## src/rtl/barrel_pkg.sv

```systemverilog
// Shared types and widths for the leading-bit normalizer and its shift-step helper.
package barrel_pkg;

  localparam int DATA_W  = 32;
  localparam int SHAMT_W = 5;

  typedef enum logic [2:0] {
    IDLE,
    STEP16,
    STEP4,
    STEP1,
    DONE
  } state_e;

endpackage

```

## src/rtl/norm_step.sv

```systemverilog
// One combinational normalize step: shifts left by the largest of STEP*N .. STEP*1 (or 0) whose
// leading bits are redundant. Unsigned redundancy means zero; signed means equal to the captured sign.
module norm_step
  import barrel_pkg::*;
#(
  parameter int STEP = 4,
  parameter int N    = 3
) (
  input  logic [DATA_W-1:0]  i_word,
  input  logic               i_signed,
  input  logic               i_sign,
  output logic [SHAMT_W-1:0] o_amt,
  output logic [DATA_W-1:0]  o_word
);

  logic [DATA_W-1:0] diff;
  logic [N-1:0]      pass;

  // In signed mode a bit is redundant when it matches the sign; XOR turns that into a zero test.
  assign diff = i_word ^ {DATA_W{i_signed & i_sign}};

  for (genvar k = 0; k < N; k++) begin : g_cand
    localparam int AMT = (k + 1) * STEP;
    // Signed needs one extra matching bit so the sign still sits in bit 31 after the shift.
    assign pass[k] = i_signed ? (diff[DATA_W-1 -: AMT+1] == '0)
                              : (diff[DATA_W-1 -: AMT]   == '0);
  end

  // Candidates pass monotonically, so the last one that passes is the largest.
  always_comb begin
    o_amt = '0;
    for (int k = 0; k < N; k++) begin
      if (pass[k]) o_amt = SHAMT_W'((k + 1) * STEP);
    end
  end

  assign o_word = i_word << o_amt;

endmodule

```

## src/rtl/barrel_normalizer.sv

```systemverilog
// Leading-bit normalizer (unsigned or two's-complement) in 16/4/1 steps; result in DONE, the 4th cycle after the accept cycle.
// One word in flight: o_ready only in IDLE, result held in DONE until i_ready.
module barrel_normalizer #(
  parameter int DATA_W = 32
) (
  input  logic                           i_clk,
  input  logic                           i_rst_n,
  input  logic                           i_valid,
  output logic                           o_ready,
  input  logic                           i_signed,
  input  logic [DATA_W-1:0]              i_data,
  output logic                           o_valid,
  input  logic                           i_ready,
  output logic [DATA_W-1:0]              o_data,
  output logic [barrel_pkg::SHAMT_W-1:0] o_shift_amt,
  output logic                           o_zero
);

  import barrel_pkg::*;

  state_e               state_q, state_d;
  logic [DATA_W-1:0]    work_q, work_d;
  logic [SHAMT_W-1:0]   cnt_q, cnt_d;
  logic                 sign_q, sign_d;
  logic                 mode_q, mode_d;
  logic                 in_zero_q, in_zero_d;
  logic [DATA_W-1:0]    out_data_q, out_data_d;
  logic [SHAMT_W-1:0]   out_amt_q, out_amt_d;
  logic                 out_zero_q, out_zero_d;

  logic [SHAMT_W-1:0]   amt16, amt4, amt1;
  logic [DATA_W-1:0]    word16, word4, word1;

  norm_step #(.STEP(16), .N(1)) u_step16 (
    .i_word   (work_q),
    .i_signed (mode_q),
    .i_sign   (sign_q),
    .o_amt    (amt16),
    .o_word   (word16)
  );

  norm_step #(.STEP(4), .N(3)) u_step4 (
    .i_word   (work_q),
    .i_signed (mode_q),
    .i_sign   (sign_q),
    .o_amt    (amt4),
    .o_word   (word4)
  );

  norm_step #(.STEP(1), .N(3)) u_step1 (
    .i_word   (work_q),
    .i_signed (mode_q),
    .i_sign   (sign_q),
    .o_amt    (amt1),
    .o_word   (word1)
  );

  always_comb begin
    state_d    = state_q;
    work_d     = work_q;
    cnt_d      = cnt_q;
    sign_d     = sign_q;
    mode_d     = mode_q;
    in_zero_d  = in_zero_q;
    out_data_d = out_data_q;
    out_amt_d  = out_amt_q;
    out_zero_d = out_zero_q;
    o_ready    = (state_q == IDLE);
    o_valid    = (state_q == DONE);

    case (state_q)
      IDLE: begin
        if (i_valid) begin
          state_d   = STEP16;
          work_d    = i_data;
          cnt_d     = '0;
          sign_d    = i_data[DATA_W-1];
          mode_d    = i_signed;
          in_zero_d = (i_data == '0) || (i_signed && (i_data == '1));
        end
      end
      STEP16: begin
        work_d  = word16;
        cnt_d   = cnt_q + amt16;
        state_d = STEP4;
      end
      STEP4: begin
        work_d  = word4;
        cnt_d   = cnt_q + amt4;
        state_d = STEP1;
      end
      STEP1: begin
        // Results land in dedicated registers so they stay frozen through a DONE stall.
        work_d     = word1;
        cnt_d      = cnt_q + amt1;
        out_data_d = word1;
        out_amt_d  = cnt_q + amt1;
        out_zero_d = in_zero_q;
        state_d    = DONE;
      end
      DONE: begin
        if (i_ready) state_d = IDLE;
      end
      default: state_d = IDLE;
    endcase
  end

  always_ff @(posedge i_clk or negedge i_rst_n) begin
    if (!i_rst_n) begin
      state_q    <= IDLE;
      work_q     <= '0;
      cnt_q      <= '0;
      sign_q     <= 1'b0;
      mode_q     <= 1'b0;
      in_zero_q  <= 1'b0;
      out_data_q <= '0;
      out_amt_q  <= '0;
      out_zero_q <= 1'b0;
    end else begin
      state_q    <= state_d;
      work_q     <= work_d;
      cnt_q      <= cnt_d;
      sign_q     <= sign_d;
      mode_q     <= mode_d;
      in_zero_q  <= in_zero_d;
      out_data_q <= out_data_d;
      out_amt_q  <= out_amt_d;
      out_zero_q <= out_zero_d;
    end
  end

  assign o_data      = out_data_q;
  assign o_shift_amt = out_amt_q;
  assign o_zero      = out_zero_q;

endmodule

```

## config.mk

```make
export PLATFORM = sky130hd
export DESIGN_NAME = barrel_normalizer
export DESIGN_NICKNAME = d
export VERILOG_FILES = /design/src/rtl/barrel_pkg.sv /design/src/rtl/norm_step.sv /design/src/rtl/barrel_normalizer.sv
export SDC_FILE = /design/constraint.sdc
export NUM_CORES = 1
export LEC_CHECK = 0
export ABC_AREA = 1
export CAP_MARGIN = 10
export CELL_PAD_IN_SITES_DETAIL_PLACEMENT = 1
export CELL_PAD_IN_SITES_GLOBAL_PLACEMENT = 2
export CORE_MARGIN = 3
export CORE_UTILIZATION = 26
export CTS_BUF_LIST = sky130_fd_sc_hd__clkbuf_4 sky130_fd_sc_hd__clkbuf_8 sky130_fd_sc_hd__clkbuf_16
export CTS_CLUSTER_SIZE = 10
export DETAILED_ROUTE_END_ITERATION = 12
export HOLD_SLACK_MARGIN = 0.02
export PLACE_DENSITY_LB_ADDON = 0.1
export SYNTH_ARGS = -nofsm -noshare
export SYNTH_HDL_FRONTEND = slang
export SYNTH_SLANG_ARGS = --single-unit
```

## constraint.sdc

```tcl
create_clock -name i_clk -period 6.1 [get_ports i_clk]
set_input_delay 1.525 -clock i_clk [delete_from_list [all_inputs] [get_ports i_clk]]
set_output_delay 1.525 -clock i_clk [all_outputs]
set_load 0.01 [all_outputs]
```

==> results.md <==
* GP Congestion at 0.8840
* Clock-pin slew on the worst setup and hold paths at 0.07 ns
* Hold Path Stages at 1
* CP max FO at 38
* Pwr Total at 4.244 mW
* Syn nets at 875
* Final Setup Violations at 0
* Number of max-cap violations at 0
* Crit path kind: reg -> reg
* Initial antenna violation count at 0
* Filler cell count at 2585
* Gr ovfl total at 0
* #FFs+latches synth at 81
* Pre-CTS setup slack at 2.285 ns
* First-pass GRT wire length at 35.25 mm
* Cts hold-fix bufs at 0
* Status: finished clean
* Rel. slew slack at 0.1815
* Inst Count DP at 1141
* H-tree depth at 3
* Syn Std Cell Area at 5568 sq um
* Seq/Total Area, Yosys at 0.3640
* Top post-synthesis cells by area: dfrtp_1 36%, nand2_1 17%, nand3_1 11%, inv_1 4.7%, nor2_1 4.0%
* Drt wl/cell at 19.07 um
* Post-CTS sizing at 0
* Post-CTS setup buffer count at 0
* EDFF count, synth at 0
* Hold_sp: o_data[27]
* Average size of a mapped cell at 6.684 sq um
* Most frequent cells in the layout: 253 x nand2_1, 118 x nand3_1, 81 x dfrtp_1
* Worst Hold Class: reg -> reg
* Pre-Repair DR Iteration Count at 5
* Post-Layout Cell Count at 1156
* Ys flop type: dfrtp_1
* Most common cell after layout, fill and taps aside: nand2_1
* Initial drt markers at 447
* Setup crit start kind: register
* Initial core utilization at 0.2700
* Crit path required time at 6.33 ns
* Unrepaired setup endpoints after global routing: no
* Async SR Flop Fraction at 1.000
* N_diodes at 0
* CP Cell Sequence: nand2_2, inv_1, nand2_1, nand3_1, nor2_2, nand3_1, nand2_1, inv_2, nand2_4, nand2_4, inv_1, ha_1, fa_1, xnor2_1, or2_2, nand3_1, nand3_1
* Layout cells sized above 1 at 0.04853
* Reg2reg setup slack at 2.27 ns
* Die X at 152.3 um
* Hold EP: o_data[27]
* Pwr per Cell Area at 626.4 nW/um^2
* Crit end category: register
* Area delta synth->final at 21.69%
* Pin count of the biggest net entering global routing at 65
* IO Count at 77
* Synth area leader: dfrtp_1
* Core area at 20620 sq um
* CTS Buf Count at 9
* # port buffers at 76
* Row cnt at 52
* Most used cell, CP: nand3_1
* Max Root-Sink Buffers at 2
* Post-DP HPWL at 16.38 mm
* Worst Tran Pin Value at 1.225 ns
* Final Hold Viols at 0
* CP delay by family, top: simple AND/OR/NAND/NOR gates
* CTS tree: done
* Max VDD drop at 0.2413 mV
* Vias per cell at 5.138
* Setup TNS at 0 ns
* FF-to-FF Start: mode_q
* Clock sink total at 81
* Highest clock rate at 261.0 MHz
* Post-route DRC at 0
* Mapped Cells at 833
* Top-area cell type share of the netlist area at 0.3640
* Antenna Nets Post-Route at 0
* CP max-delay cell: dfrtp_1
* Finished Cell Area at 6775 sq um
* Die H at 152.3 um
* Final Skew at 0.007796 ns
* Routed WL at 22.05 mm
* Tcrit/Tclk final at 0.6282
* Post-route worst setup slack at 2.268 ns
* Vias at 5940
* Vias in the first global route at 6194
* Leakage at 3.342 nW
* Max-slew violation count at 0
* GRT Total Usage at 0.1906
* Reg-to-reg endpoint: cnt_q[4]
* Worst-Skew Late Latency at 0.35 ns
* Placed Area at 6485 sq um
* Syn. warnings at 0
* CP Data Arrival Time at 4.06 ns
* Final nets at 924
* Die area at 23210 sq um
* CP peak stage delay at 0.52 ns
* Distinct cells, synth at 38
* CP Buf/Inv Count at 3
* R2R depth at 17
* Post-layout min period at 3.832 ns
* CTS Root Cell: clkbuf_16
-- cell type report --
class / instances / area [sq um] / area share
Multi-Input combinational cell: 633 / 3035 / 0.4480
Sequential cell: 81 / 2027 / 0.2992
Timing Repair Buffer: 82 / 803.3 / 0.1186
Tap cell: 270 / 337.8 / 0.04986
Inverter: 75 / 281.5 / 0.04155
Clock buffer: 10 / 232.7 / 0.03435
Clock inverter: 5 / 57.56 / 0.008495
-- cell usage after synthesis, drive strengths merged (2+ instances only) --
cell and n:
a21o 17, a21oi 41, a22oi 3, a31oi 12, buf 23, clkbuf 21, dfrtp 81, fa 2
ha 3, inv 74, nand2 263, nand3 119, nand4 11, nor2 61, nor4 10, o21ai 46
o22ai 28, or2 8, xnor2 2, xor2 2
-- metrics by stage --
stage          hold slack, ns  utilization
4_1_cts                0.4823       0.3285
3_5_place_dp           0.4661       0.3144
6_report               0.4770       0.3285
5_1_grt                0.4979       0.3285
3_3_place_gp           0.4621       0.3144
2_1_floorplan          0.4781            -
-- state kept, by name (all words and copies together) (netlist names) --
register	flops
o_data	32
work_q	32
cnt_q	5
o_shift_amt	5
state_q	3
in_zero_q	1
mode_q	1
o_zero	1
sign_q	1
-- layer usage --
metal | GRT usage | routed length (um) | vias up
li1 | - | - | 2867
met1 | 0.2607 | 10580 | 2966
met2 | 0.3175 | 10520 | 94
met3 | 0.02613 | 557 | 13
met4 | 0.05094 | 393 | 0
met5 | 0 | 0 | -
-- worst max path at each step --
stage | startpoint | end | slack [ns] | cells after the start
detailed placement | mode_q | cnt_q[4] | 2.29 | 17
global route | mode_q | cnt_q[4] | 1.96 | 17
CTS | mode_q | cnt_q[4] | 2.27 | 17
floorplan | mode_q | cnt_q[4] | 3.37 | 19
global placement | mode_q | cnt_q[4] | 2.33 | 17
finish | mode_q | cnt_q[4] | 2.27 | 17
-- logic make-up (layout without fill, tap and decap cells) --
family | Yosys count | count (layout) | share of synthesized area
compound gates | 151 | 151 | 0.1566
simple gates | 473 | 473 | 0.3670
xor+xnor | 4 | 4 | 0.006293
flops | 81 | 81 | 0.3640
buf+inv | 119 | 172 | 0.09213
fa+ha+maj | 5 | 5 | 0.01393
-- report_power, final --
| group | switching, mW | total, mW | leakage (nW) | internal, mW |
|---|---|---|---|---|
| clock network | 0.246 | 0.565 | 0.134 | 0.320 |
| logic | 1.69 | 2.62 | 2.22 | 0.926 |
| registers | 0.243 | 1.06 | 0.992 | 0.815 |
| total | 2.18 | 4.24 | 3.34 | 2.06 |
(Power assumes the default switching activity.)
